<file path="src/rtl/alu_exec_stage_if.sv">
// Issue-side and writeback-side handshake bundle for alu_exec_stage.
// The stage uses the slave view; the issue/writeback agent uses the master view.
interface alu_exec_stage_if #(
  parameter int XLEN = 32,
  parameter int RA_W = 5
);
  logic            in_valid;
  logic            in_ready;
  logic [3:0]      op;
  logic [XLEN-1:0] rs1;
  logic [XLEN-1:0] rs2;
  logic [RA_W-1:0] rd_addr;
  logic            out_valid;
  logic            out_ready;
  logic [XLEN-1:0] rd;
  logic [RA_W-1:0] rd_addr_out;
  logic            illegal;

  modport master (
    output in_valid, op, rs1, rs2, rd_addr, out_ready,
    input  in_ready, out_valid, rd, rd_addr_out, illegal
  );

  modport slave (
    input  in_valid, op, rs1, rs2, rd_addr, out_ready,
    output in_ready, out_valid, rd, rd_addr_out, illegal
  );
endinterface

</file>
<file path="src/rtl/alu_exec_stage.sv">
// Registered ALU execute stage, 1-cycle latency; OUT + SKID registers keep in_ready a flop (low only when both full).
// Define ALU_SLT_EN to add SLT/SLTU (ops 8/9); otherwise they return illegal.
module alu_exec_stage #(
  parameter int XLEN = 32,
  parameter int RA_W = 5
) (
  input logic              clk,
  input logic              rst_n,
  alu_exec_stage_if.slave  bus
);
  localparam int SH_W = $clog2(XLEN);

  localparam logic [3:0] OP_ADD  = 4'd0;
  localparam logic [3:0] OP_SUB  = 4'd1;
  localparam logic [3:0] OP_AND  = 4'd2;
  localparam logic [3:0] OP_OR   = 4'd3;
  localparam logic [3:0] OP_XOR  = 4'd4;
  localparam logic [3:0] OP_SLL  = 4'd5;
  localparam logic [3:0] OP_SRL  = 4'd6;
  localparam logic [3:0] OP_SRA  = 4'd7;
`ifdef ALU_SLT_EN
  localparam logic [3:0] OP_SLT  = 4'd8;
  localparam logic [3:0] OP_SLTU = 4'd9;
`endif

  typedef struct packed {
    logic [XLEN-1:0] rd;
    logic [RA_W-1:0] tag;
    logic            illegal;
  } res_t;

  typedef enum logic [1:0] {EMPTY, ONE, FULL} state_t;

  state_t          state, state_nxt;
  res_t            alu_res, out_q, skid_q;
  logic [SH_W-1:0] shamt;
  logic            in_ready_q, out_valid_q;
  logic            accept, load_out, load_skid, drain_skid;

  // Only the low bits of rs2 form the shift amount; upper bits are ignored.
  assign shamt = bus.rs2[SH_W-1:0];

  always_comb begin
    alu_res         = '0;
    alu_res.tag     = bus.rd_addr;
    case (bus.op)
      OP_ADD:  alu_res.rd = bus.rs1 + bus.rs2;
      OP_SUB:  alu_res.rd = bus.rs1 - bus.rs2;
      OP_AND:  alu_res.rd = bus.rs1 & bus.rs2;
      OP_OR:   alu_res.rd = bus.rs1 | bus.rs2;
      OP_XOR:  alu_res.rd = bus.rs1 ^ bus.rs2;
      OP_SLL:  alu_res.rd = bus.rs1 << shamt;
      OP_SRL:  alu_res.rd = bus.rs1 >> shamt;
      OP_SRA:  alu_res.rd = $unsigned($signed(bus.rs1) >>> shamt);
`ifdef ALU_SLT_EN
      OP_SLT:  alu_res.rd = {{(XLEN-1){1'b0}}, ($signed(bus.rs1) < $signed(bus.rs2))};
      OP_SLTU: alu_res.rd = {{(XLEN-1){1'b0}}, (bus.rs1 < bus.rs2)};
`endif
      default: alu_res.illegal = 1'b1;
    endcase
  end

  assign accept = bus.in_valid && in_ready_q;

  always_ff @(posedge clk) begin
    if (!rst_n) begin
      state       <= EMPTY;
      in_ready_q  <= 1'b1;
      out_valid_q <= 1'b0;
    end else begin
      state       <= state_nxt;
      in_ready_q  <= (state_nxt != FULL);
      out_valid_q <= (state_nxt != EMPTY);
    end
  end

  always_comb begin
    state_nxt  = state;
    load_out   = 1'b0;
    load_skid  = 1'b0;
    drain_skid = 1'b0;
    case (state)
      EMPTY: begin
        if (accept) begin
          state_nxt = ONE;
          load_out  = 1'b1;
        end
      end
      ONE: begin
        if (accept && bus.out_ready) begin
          load_out = 1'b1;
        end else if (accept) begin
          state_nxt = FULL;
          load_skid = 1'b1;
        end else if (bus.out_ready) begin
          state_nxt = EMPTY;
        end
      end
      FULL: begin
        if (bus.out_ready) begin
          state_nxt  = ONE;
          drain_skid = 1'b1;
        end
      end
      default: state_nxt = EMPTY;
    endcase
  end

  always_ff @(posedge clk) begin
    if (!rst_n) begin
      out_q  <= '0;
      skid_q <= '0;
    end else begin
      if (load_out) begin
        out_q <= alu_res;
      end else if (drain_skid) begin
        out_q <= skid_q;
      end
      if (load_skid) begin
        skid_q <= alu_res;
      end
    end
  end

  assign bus.in_ready    = in_ready_q;
  assign bus.out_valid   = out_valid_q;
  assign bus.rd          = out_q.rd;
  assign bus.rd_addr_out = out_q.tag;
  assign bus.illegal     = out_q.illegal;
endmodule

</file>
<file path="src/flat_wrapper.sv">
// flat-port wrapper written by rule: the top's interface ports become plain ports
module alu_exec_stage_flat 
#(
  parameter int XLEN = 32,
  parameter int RA_W = 5
)
  (clk, rst_n, bus_in_valid, bus_op, bus_rs1, bus_rs2, bus_rd_addr, bus_out_ready, bus_in_ready, bus_out_valid, bus_rd, bus_rd_addr_out, bus_illegal);
  alu_exec_stage_if #(.XLEN(XLEN), .RA_W(RA_W)) bus_i ();
  input logic clk;
  input logic rst_n;
  input wire logic [$bits(bus_i.in_valid)-1:0] bus_in_valid;
  input wire logic [$bits(bus_i.op)-1:0] bus_op;
  input wire logic [$bits(bus_i.rs1)-1:0] bus_rs1;
  input wire logic [$bits(bus_i.rs2)-1:0] bus_rs2;
  input wire logic [$bits(bus_i.rd_addr)-1:0] bus_rd_addr;
  input wire logic [$bits(bus_i.out_ready)-1:0] bus_out_ready;
  output wire logic [$bits(bus_i.in_ready)-1:0] bus_in_ready;
  output wire logic [$bits(bus_i.out_valid)-1:0] bus_out_valid;
  output wire logic [$bits(bus_i.rd)-1:0] bus_rd;
  output wire logic [$bits(bus_i.rd_addr_out)-1:0] bus_rd_addr_out;
  output wire logic [$bits(bus_i.illegal)-1:0] bus_illegal;
  assign bus_i.in_valid = bus_in_valid;
  assign bus_i.op = bus_op;
  assign bus_i.rs1 = bus_rs1;
  assign bus_i.rs2 = bus_rs2;
  assign bus_i.rd_addr = bus_rd_addr;
  assign bus_i.out_ready = bus_out_ready;
  assign bus_in_ready = bus_i.in_ready;
  assign bus_out_valid = bus_i.out_valid;
  assign bus_rd = bus_i.rd;
  assign bus_rd_addr_out = bus_i.rd_addr_out;
  assign bus_illegal = bus_i.illegal;
  alu_exec_stage #(.XLEN(XLEN), .RA_W(RA_W)) u_core (.clk(clk), .rst_n(rst_n), .bus(bus_i));
endmodule
</file>
<file path="config.mk">
export PLATFORM = sky130hd
export DESIGN_NAME = alu_exec_stage_flat
export DESIGN_NICKNAME = d
export VERILOG_FILES = /design/src/rtl/alu_exec_stage_if.sv /design/src/rtl/alu_exec_stage.sv /design/src/flat_wrapper.sv
export SDC_FILE = /design/constraint.sdc
export NUM_CORES = 1
export LEC_CHECK = 0
export CORE_MARGIN = 4
export CORE_UTILIZATION = 40
export DETAILED_ROUTE_END_ITERATION = 16
export HOLD_SLACK_MARGIN = 0.1
export PLACE_DENSITY = 0.63
export REMOVE_ABC_BUFFERS = 1
export SYNTH_ARGS = -nofsm -noshare
export SYNTH_HDL_FRONTEND = slang
export SYNTH_SLANG_ARGS = --single-unit
</file>
<file path="constraint.sdc">
create_clock -name clk -period 13.3 [get_ports clk]
set_input_delay 1.995 -clock clk [delete_from_list [all_inputs] [get_ports clk]]
set_output_delay 1.995 -clock clk [all_outputs]
set_load 0.01 [all_outputs]
</file>
==> results.json <==
{
  "status": "finished, final reports clean",
  "grt_setup_unrepaired": "false",
  "crit_chain": "buf_4 > inv_2 > ha_1 > nand2_1 > nor4_2 > nand3_1 > or4_1 > o41ai_1 > xnor2_1 > ha_1 > a21oi_1 > o21ai_0 > a22o_1 > a2111oi_4 > nor4_1 > a31o_1 > a2111oi_2 > o32ai_1",
  "dieArea_um2": 32800,
  "final_max_slew_viol_count": 0,
  "synth_warnings": 0,
  "synth_simple_gate_area_share_pct": 19.16,
  "start_kind": "input pin",
  "relSlewSlack_pct": 35.22,
  "clockRootBuffer": "clkbuf_16",
  "grt_use_total_pct": 27.91,
  "yosysTopAreaCell": "dfxtp_1",
  "cts_buffer_depth": 2,
  "slowest_stage": "inv_2",
  "ctsHoldBuffers": 0,
  "dpl_cell_area_um2": 13160,
  "crit_path_frequent_cell": "ha_1",
  "drc": 0,
  "cts_tree": "yes",
  "drt_first_pass_iters": 6,
  "yosysUniqueCellTypes": 95,
  "vias": 12652,
  "start_util_pct": 40.44,
  "cts_buffers": 9,
  "die_h_um": 181.1,
  "core_area_um2": 29640,
  "synth_compound_area_share_pct": 27.22,
  "ys_seq_elements": 80,
  "grt_pass1_vias": 11532,
  "netlist_area_um2": 11990,
  "drt-initial-drc-count": 1453,
  "synth_top_family_by_area": "compound AO/OA/AOI/OAI gates",
  "ys_async_sr_fraction_pct": 0,
  "die_x_um": 181.1,
  "synth.area.top_cells": "dfxtp_1, ha_1, mux4_2",
  "tns_ns": 0,
  "grt_max_degree": 70,
  "synth_top_area_share_pct": 13.36,
  "final_area_um2": 13500,
  "overflow": 0,
  "fin_crit_sh_pct": 51.74,
  "gp_congestion": 1.028,
  "clock-skew-final_ns": 0.004668,
  "synth_xor_area_share_pct": 3.570,
  "leakagePower_nw": 5.288,
  "ant_nets": 0,
  "finalHoldViolCount": 0,
  "peakVddDrop_mv": 0.06016,
  "max_freq_ghz": 0.1453,
  "cp_slowest_stage_delay_ns": 0.57,
  "n_fill_cell": 3044,
  "grt_pass1_wl_um": 72530,
  "ys_seq_area_share_pct": 13.36,
  "io_buffers": 116,
  "hp-class": "reg2reg",
  "htree_levels": 3,
  "wl_per_cell_um": 24.35,
  "synth.area.mux_share_pct": 18.20,
  "worstPathRequired_ns": 13.49,
  "nNetsFinal": 1750,
  "dominantRegCellSynth": "dfxtp_1",
  "clk_pin_slew_ns": 0.06,
  "wl_um": 47970,
  "finish.utilization_pct": 45.53,
  "clk_latency_ns": 0.33,
  "power_density_nw_per_um2": 72.93,
  "antenna_found_initial": 1,
  "cap_violations": 0,
  "critPathMaxFanout": 27,
  "netlist_instances": 1552,
  "drive_above_1_share_pct": 9.620,
  "clock_sinks": 80,
  "cts_setup_buffers": 0,
  "synth-adder-area-share_pct": 10.29,
  "syn_avg_cell_area_um2": 7.722,
  "boundaryPins": 117,
  "critPathKind": "in2reg",
  "rows": 63,
  "setup_viol": 0,
  "end_kind": "flop",
  "routed_via_density": 6.422,
  "period_minus_slack_ns": 6.882,
  "synth_enable_flop_cells": 0,
  "tightest_slew_ns": 0.9643,
  "n_antenna_cell": 0,
  "crit_arrival_ns": 7.07,
  "areaGrowthSynthToFinish_pct": 12.60,
  "dp_hpwl_um": 36050,
  "cts_resized": 0
}
[per-layer routing]
metal	vias to the layer above	GRT usage (%)	share of wire [%]
li1	5826	-	-
met1	6090	40.61	43
met2	626	42.69	44
met3	108	2.960	8.0
met4	2	10.42	4.1
met5	-	0	0.027
[worst max-delay path: cells and delay by family]
kind,cells,cell delay (ns)
xor+xnor,1,0.11
buf+inv,2,0.80
compound gates,8,2.26
fa+ha+maj,2,0.67
simple gates,5,1.22
[Yosys cell counts (10+ instances only)]
master    instances
xnor2_1          40
ha_1             97
and3_1           15
nand2_1         159
o211ai_1         27
clkbuf_1         69
o21ai_0         111
nor2_1          166
mux2i_1          48
mux2_2           11
buf_2            35
nand2b_1         17
a22oi_1          17
dfxtp_1          80
a31oi_1          24
and2_1           11
a21o_1           12
o32ai_1          12
nand4_1          12
mux4_1           14
inv_1            76
nand3_1          28
nor3_1           26
buf_6            10
mux4_2           52
a21oi_1         134
a211oi_1         27
[sequential cells by signal, summed over array words and instances (netlist names)]
| register | cells |
|---|---|
| u_core.bus.illegal | 1 |
| u_core.bus.in_ready | 1 |
| u_core.bus.out_valid | 1 |
| u_core.bus.rd | 32 |
| u_core.bus.rd_addr_out | 5 |
| u_core.skid_q | 38 |
| u_core.state | 2 |
[final cells by class]
class / count / area [µm²] / area share, %
well taps: 390 / 488.0 / 3.616
repair buffers: 144 / 1351 / 10.01
flip-flops and latches: 80 / 1602 / 11.87
inverters: 80 / 300.3 / 2.225
clock buffers: 11 / 252.7 / 1.873
multi-input cells: 1260 / 9423 / 69.82
clock inverters: 5 / 78.83 / 0.5841
[stage by stage]
step           instances  power [W]  hold slack [ns]  setup WS [ns]
2_1_floorplan       1420  0.0005261           0.4366          6.748
3_3_place_gp        1954  0.0007086           0.4420          6.263
3_5_place_dp        1954  0.0007100           0.4494          6.192
4_1_cts             1970  0.0009802           0.4574          6.509
5_1_grt             1970   0.001036           0.4769          6.036
6_report            1970  0.0009843           0.4535          6.418
[worst paths after layout]
path | from | end | slack (ns) | depth (start not counted)
setup / recovery | bus_rs2[0] | u_core.bus.rd[27] | 6.42 | 18
setup reg to reg | u_core.state[0] | u_core.skid_q[37] | 11.14 | 9
hold reg to reg | u_core.bus.rd_addr_out[2] | u_core.bus.rd_addr_out[2] | 0.45 | 2
hold / removal | u_core.bus.rd_addr_out[2] | u_core.bus.rd_addr_out[2] | 0.45 | 2
[report_power, final]
part           switching [W]  leakage (nW)  total (W)  internal [W]
Sequential        0.00000534         0.650   0.000255      0.000250
Clock              0.0000941         0.165   0.000268      0.000174
Combinational       0.000281          4.47   0.000461      0.000180
Total               0.000380          5.29   0.000984      0.000604
[placed cells by master (no fill, tap or decap), types with 40 or more instances in the layout]
master	count
clkdlybuf4s50_1	111
ha_1	97
mux2i_1	48
mux4_2	52
nand2_1	159
o21ai_0	111
dfxtp_1	80
a21oi_1	134
inv_1	76
nor2_1	166
xnor2_1	40
[kinds of logic (layout without fill, tap and decap cells)]
family | after synthesis | in the layout
adder cells (fa/ha/maj) | 98 | 98
multiplexers | 127 | 127
XOR/XNOR | 48 | 48
buffers and inverters | 212 | 240
AO/OA/AOI/OAI | 493 | 493
flip-flops | 80 | 80
AND/OR/NAND/NOR | 494 | 494
Note: power is estimated with default switching activity, not from simulation.
==> RTL edit 1 (config.mk and constraints unchanged) <==
`XLEN` is set to 32 in 3 places; all go to 16.
--- a/src/rtl/alu_exec_stage_if.sv
+++ b/src/rtl/alu_exec_stage_if.sv
@@ -3,3 +3,3 @@
 interface alu_exec_stage_if #(
-  parameter int XLEN = 32,
+  parameter int XLEN = 16,
   parameter int RA_W = 5
--- a/src/rtl/alu_exec_stage.sv
+++ b/src/rtl/alu_exec_stage.sv
@@ -3,3 +3,3 @@
 module alu_exec_stage #(
-  parameter int XLEN = 32,
+  parameter int XLEN = 16,
   parameter int RA_W = 5
--- a/src/flat_wrapper.sv
+++ b/src/flat_wrapper.sv
@@ -3,3 +3,3 @@
 #(
-  parameter int XLEN = 32,
+  parameter int XLEN = 16,
   parameter int RA_W = 5
Ports: changed (resized bus_rd, bus_rs1 and bus_rs2); port bits go from 117 to 69. No check against the original RTL was run, so the function may have changed too.
==> RTL edit 1 against the unedited design <==
- hold slack improved by 0.0036 ns
- synthesized cell count down 53%
- setup slack better by 1.0 ns
- total power down 51%
- routed wire length down 57%
- maximum frequency is 17% higher
- non-clock buffer count down 65
- sequential share of layout area is 2.5 points higher
- sequential cell count fell by 32
- area after synthesis decreased by 51%
- register-to-register slack worse by 0.28 ns
- final cell count down 52%
- design area fell by 50%
- critical endpoint is now u_core.bus.rd[12]
- largest cell class unchanged
==> RTL edit 1: results (changes against the unedited design) <==
\begin{tabular}{lr}
\hline
Metric & Value \\
\hline
\multicolumn{2}{l}{\textbf{Placement}} \\
\quad Global placer's final weighted congestion & 0.996 (was 1.03) \\
\quad Post-Place Worst Slack & 7.29 ns (was 6.19 ns) \\
\multicolumn{2}{l}{\textbf{Layout}} \\
\quad Number of logic inverters in the finished layout & 41 (was 80) \\
\quad Fraction of final layout cells with drive strength greater than 1 & 8.26\% (was 9.62\%) \\
\quad Clock network area share & 2.28\% (was 2.46\%) \\
\quad Number of nets in the finished design & 857 (was 1,750) \\
\quad Clock Buffer Count & 6 (was 11) \\
\quad Fillers & 1,449 (was 3,044) \\
\multicolumn{2}{l}{\textbf{Route}} \\
\quad Iter 0 DRT Violations & 639 (was 1,453) \\
\quad Mean number of vias per cell & 6.42 (about the same) \\
\quad DRT Pass-1 Iters & 5 (was 6) \\
\multicolumn{2}{l}{\textbf{Worst setup path}} \\
\quad Flop2flop setup slack & 10.86 ns (was 11.14 ns) \\
\quad Launch point of the worst reg-to-reg path & u\_core.bus.in\_ready (was u\_core.state[0]) \\
\multicolumn{2}{l}{\textbf{Synthesis}} \\
\quad Area share of fa/ha/maj cells after synthesis & 10.8\% (was 10.3\%) \\
\quad Number of unique standard cell types used by synthesis & 82 (was 95) \\
\quad Top cells by area in the synthesized netlist & sky130\_fd\_sc\_hd\_\_dfxtp\_1 (16\%), sky130\_fd\_sc\_hd\_\_ha\_1 (10\%), sky130\_fd\_sc\_hd\_\_mux4\_2 (7.7\%) (was sky130\_fd\_sc\_hd\_\_dfxtp\_1 (13\%), sky130\_fd\_sc\_hd\_\_ha\_1 (10\%), sky130\_fd\_sc\_hd\_\_mux4\_2 (9.8\%)) \\
\quad Sequential-to-total area share from yosys stat & 16.3\% (was 13.4\%) \\
\quad Multiplexer area fraction after synthesis & 14.7\% (was 18.2\%) \\
\quad Compound-cell area share of the yosys netlist & 27.2\% (about the same) \\
\multicolumn{2}{l}{\textbf{Power and ir drop}} \\
\quad LEAKAGE & 2.65 nW (was 5.29 nW) \\
\multicolumn{2}{l}{\textbf{GRT}} \\
\quad Global-route wire length before repair & 32.8 mm (was 72.5 mm) \\
\quad Via count of the first global-routing pass & 5,839 (was 11,532) \\
\multicolumn{2}{l}{\textbf{STA}} \\
\quad Transition time at the pin with the least slew margin & 1.12 ns (was 0.964 ns) \\
\multicolumn{2}{l}{\textbf{Outcome}} \\
\quad Status & finished clean (unchanged) \\
\multicolumn{2}{l}{\textbf{Clock network}} \\
\quad Worst-skew pair later-pin latency & 0.28 ns (was 0.33 ns) \\
\hline
\end{tabular}
[RTL edit 1: cell count changes after synthesis, sizes merged, moves of 17 or more]
| cell | delta |
|---|---|
| nor2 | -111 |
| a21oi | -96 |
| nand2 | -83 |
| o21ai | -63 |
| clkbuf | -50 |
| ha | -48 |
| mux4 | -42 |
| inv | -39 |
| dfxtp | -32 |
| buf | -30 |
| mux2i | -27 |
| xnor2 | -22 |
| a211oi | -20 |
| o211ai | -17 |
[RTL edit 1: how the worst min path moves through the flow]
| stage | slack, ns | endpoint | cells past startpoint | startpoint |
|---|---|---|---|---|
| global route | 0.47 | u_core.skid_q[5] | 2 | u_core.skid_q[5] |
| finish | 0.46 | u_core.skid_q[5] | 2 | u_core.skid_q[5] |
| floorplan | 0.44 | u_core.skid_q[0] | 2 | u_core.skid_q[0] |
| detailed placement | 0.45 | u_core.skid_q[5] | 2 | u_core.skid_q[5] |
| global placement | 0.44 | u_core.skid_q[0] | 2 | u_core.skid_q[0] |
| CTS | 0.46 | u_core.skid_q[5] | 2 | u_core.skid_q[5] |
[RTL edit 1: metal layers]
metal | GRT usage [%] | vias up | wire, microns
met2 | 39.3 | 307 | 9410
li1 | - | 2814 | -
met3 | 3.79 | 41 | 1760
met4 | 8.15 | 0 | 650
met5 | 0 | - | 0
met1 | 34.1 | 2917 | 8960
[RTL edit 1: critical path, stage by stage]
cell and delay (ns):
sky130_fd_sc_hd__clkdlybuf4s50_1 0.87, sky130_fd_sc_hd__nor4b_2 0.77, sky130_fd_sc_hd__nor2_1 0.12, sky130_fd_sc_hd__xnor2_1 0.16, sky130_fd_sc_hd__ha_1 0.37, sky130_fd_sc_hd__nor2b_1 0.21
sky130_fd_sc_hd__o2111ai_1 0.20, sky130_fd_sc_hd__a2111oi_0 0.70, sky130_fd_sc_hd__o21ai_0 0.20, sky130_fd_sc_hd__a31oi_1 0.30, sky130_fd_sc_hd__o22ai_1 0.13
[RTL edit 1: power breakdown]
group | leakage (nW) | total (mW) | switching, mW | internal (mW)
Clock | 0.0772 | 0.129 | 0.0541 | 0.0752
Sequential | 0.391 | 0.154 | 0.00360 | 0.151
Combinational | 2.18 | 0.199 | 0.116 | 0.0833
Total | 2.65 | 0.482 | 0.174 | 0.309
[RTL edit 1: cells by family after synthesis]
family,Yosys count
xor+xnor,20
compound gates,234
simple gates,229
mux,54
fa+ha+maj,50
buf+inv,94
flops,48
[RTL edit 1: stage by stage]
stage                     utilization [%]  area (sq um)  instances
final                                46.2          6690        947
after CTS                            46.2          6690        947
after floorplan                         -          5550        676
after global placement               45.2          6540        939
after detailed placement             45.2          6540        939
after global routing                 46.2          6690        947
==> RTL edit 2 (same flow settings) <==
Made on the original files. Re-encode `state_t` (3 states) as one-hot, 3 bits wide.
--- a/src/rtl/alu_exec_stage.sv
+++ b/src/rtl/alu_exec_stage.sv
@@ -31,3 +31,3 @@
 
-  typedef enum logic [1:0] {EMPTY, ONE, FULL} state_t;
+  typedef enum logic [2:0] {EMPTY = 3'b001, ONE = 3'b010, FULL = 3'b100} state_t;
 
Check against the original RTL: no difference found for any inputs over 4 cycles, from zero or initial values and one cycle with rst_n low; so few cycles prove little.
==> RTL edit 2 against the unedited design <==
- setup slack got worse by 0.17 ns
- area after synthesis down 7.0%
- total power up 3.0%
- sequential cell count up 1
- die area fell by 6.7%
- design area shrank 4.6%
- largest cell class unchanged
- non-clock buffer count shrank 3
- routed wire length fell by 2.7%
==> RTL edit 2: results (changes against the unedited design) <==
\begin{tabular}{lr}
\hline
Metric & Value \\
\hline
\multicolumn{2}{l}{\textbf{Outcome}} \\
\quad Status & finished clean (unchanged) \\
\multicolumn{2}{l}{\textbf{Route}} \\
\quad Met2 wire len & 21.0 mm (was 21.3 mm) \\
\quad Met1 wire length & 19.6 mm (was 20.9 mm) \\
\quad Mean number of vias per cell & 6.26 (was 6.42) \\
\quad WL per Instance & 23.8 microns (was 24.3 microns) \\
\quad Iter 0 DRT Violations & 1,489 (was 1,453) \\
\multicolumn{2}{l}{\textbf{Synthesis}} \\
\quad Compound-cell area share of the yosys netlist & 28.7\% (was 27.2\%) \\
\quad Most frequent cells after synthesis & sky130\_fd\_sc\_hd\_\_nand2\_1 (213), sky130\_fd\_sc\_hd\_\_a21oi\_1 (163), sky130\_fd\_sc\_hd\_\_nor2\_1 (145), sky130\_fd\_sc\_hd\_\_o21ai\_0 (117), sky130\_fd\_sc\_hd\_\_ha\_1 (97) (was sky130\_fd\_sc\_hd\_\_nor2\_1 (166), sky130\_fd\_sc\_hd\_\_nand2\_1 (159), sky130\_fd\_sc\_hd\_\_a21oi\_1 (134), sky130\_fd\_sc\_hd\_\_o21ai\_0 (111), sky130\_fd\_sc\_hd\_\_ha\_1 (97)) \\
\quad Area share of fa/ha/maj cells after synthesis & 11.1\% (was 10.3\%) \\
\quad Sequential-to-total area share from yosys stat & 14.5\% (was 13.4\%) \\
\multicolumn{2}{l}{\textbf{Power and ir drop}} \\
\quad Worst supply voltage drop on vdd & 68.2 uV (was 60.2 uV) \\
\quad LEAKAGE & 5.26 nW (was 5.29 nW) \\
\multicolumn{2}{l}{\textbf{Worst setup path}} \\
\quad Worst Reg-to-Reg Cells & 7 (was 9) \\
\quad Biggest cell delay along the critical path & 0.64 ns (was 0.57 ns) \\
\quad Maximum fanout encountered on the critical timing path & 25 (was 27) \\
\quad Signal arrival time at the worst endpoint & 7.25 ns (was 7.07 ns) \\
\quad Slowest stage cell on the critical path & sky130\_fd\_sc\_hd\_\_nor4\_1 (was sky130\_fd\_sc\_hd\_\_inv\_2) \\
\multicolumn{2}{l}{\textbf{GRT}} \\
\quad Global-route wire length before repair & 71.0 mm (was 72.5 mm) \\
\quad Via count of the first global-routing pass & 11,486 (was 11,532) \\
\quad Combined global-route utilization of all metal layers & 29.4\% (was 27.9\%) \\
\multicolumn{2}{l}{\textbf{STA}} \\
\quad Maximum clock skew at final layout & 0.00590 ns (was 0.00467 ns) \\
\multicolumn{2}{l}{\textbf{Layout}} \\
\quad Fraction of final layout cells with drive strength greater than 1 & 7.68\% (was 9.62\%) \\
\quad Number of nets in the finished design & 1,759 (was 1,750) \\
\multicolumn{2}{l}{\textbf{Placement}} \\
\quad Cell total after placement & 1,945 (was 1,954) \\
\quad Post-Place Worst Slack & 6.02 ns (was 6.19 ns) \\
\quad Final HPWL from detailed placement & 34.9 mm (was 36.0 mm) \\
\hline
\end{tabular}
-- RTL edit 2: cell types whose count changed in the layout (fill, tap and decap cells not counted), sizes merged, moves of 10 or more --
cell / delta
mux4: -23
nand2: +53
nor2: -21
a21oi: +28
nand3: +13
o32ai: -12
a31oi: -12
o221ai: +10
-- RTL edit 2: metal layers --
metal / vias up / global-route usage (%)
li1: 5736 / -
met1: 5774 / 40.2
met2: 662 / 46.9
met3: 110 / 4.67
met4: 2 / 10.8
met5: - / 0
-- RTL edit 2: logic make-up (layout without fill, tap and decap cells) --
group | count (synthesis) | in the layout
AND/OR/NAND/NOR | 505 | 505
AO/OA/AOI/OAI | 500 | 500
buffers and inverters | 200 | 244
multiplexers | 109 | 109
adder cells (fa/ha/maj) | 98 | 98
flip-flops | 81 | 81
XOR/XNOR | 52 | 52
-- RTL edit 2: area by class of cell --
cell class / instances / area, sq um
fillers: 2821 / 14300
multi-input cells: 1264 / 8780
flip-flops and latches: 81 / 1620
repair buffers: 141 / 1320
well taps: 372 / 465
inverters: 87 / 327
clock buffers: 10 / 229
clock inverters: 6 / 130
-- RTL edit 2: per-stage QoR --
stage	instance area, sq um	utilization [%]	hold WS, ns	power, mW
after detailed placement	12500	46.1	0.464	0.712
after floorplan	10700	-	0.443	0.522
final	12900	47.4	0.470	1.01
after global routing	12900	47.4	0.496	1.07
after global placement	12500	46.1	0.454	0.711
after CTS	12900	47.4	0.473	1.01
-- RTL edit 2: worst min-delay path: stages (launching register included) --
cell                      delay [ns]
sky130_fd_sc_hd__dfxtp_1        0.32
sky130_fd_sc_hd__nor2_1         0.05
sky130_fd_sc_hd__nor2_1         0.07
-- RTL edit 2: final timing paths --
path         slack [ns]                         to                       from
min reg2reg        0.47  u_core.bus.rd_addr_out[2]  u_core.bus.rd_addr_out[2]
min                0.47  u_core.bus.rd_addr_out[2]  u_core.bus.rd_addr_out[2]
max reg2reg       11.13         u_core.bus.illegal            u_core.state[0]
max                6.25          u_core.bus.rd[29]                 bus_rs2[0]
-- RTL edit 2: power by group --
group	leakage [nW]	switching (mW)	total, mW	internal (mW)
combinational	4.42	0.280	0.456	0.177
sequential	0.660	0.00694	0.262	0.255
clock	0.176	0.0943	0.296	0.202
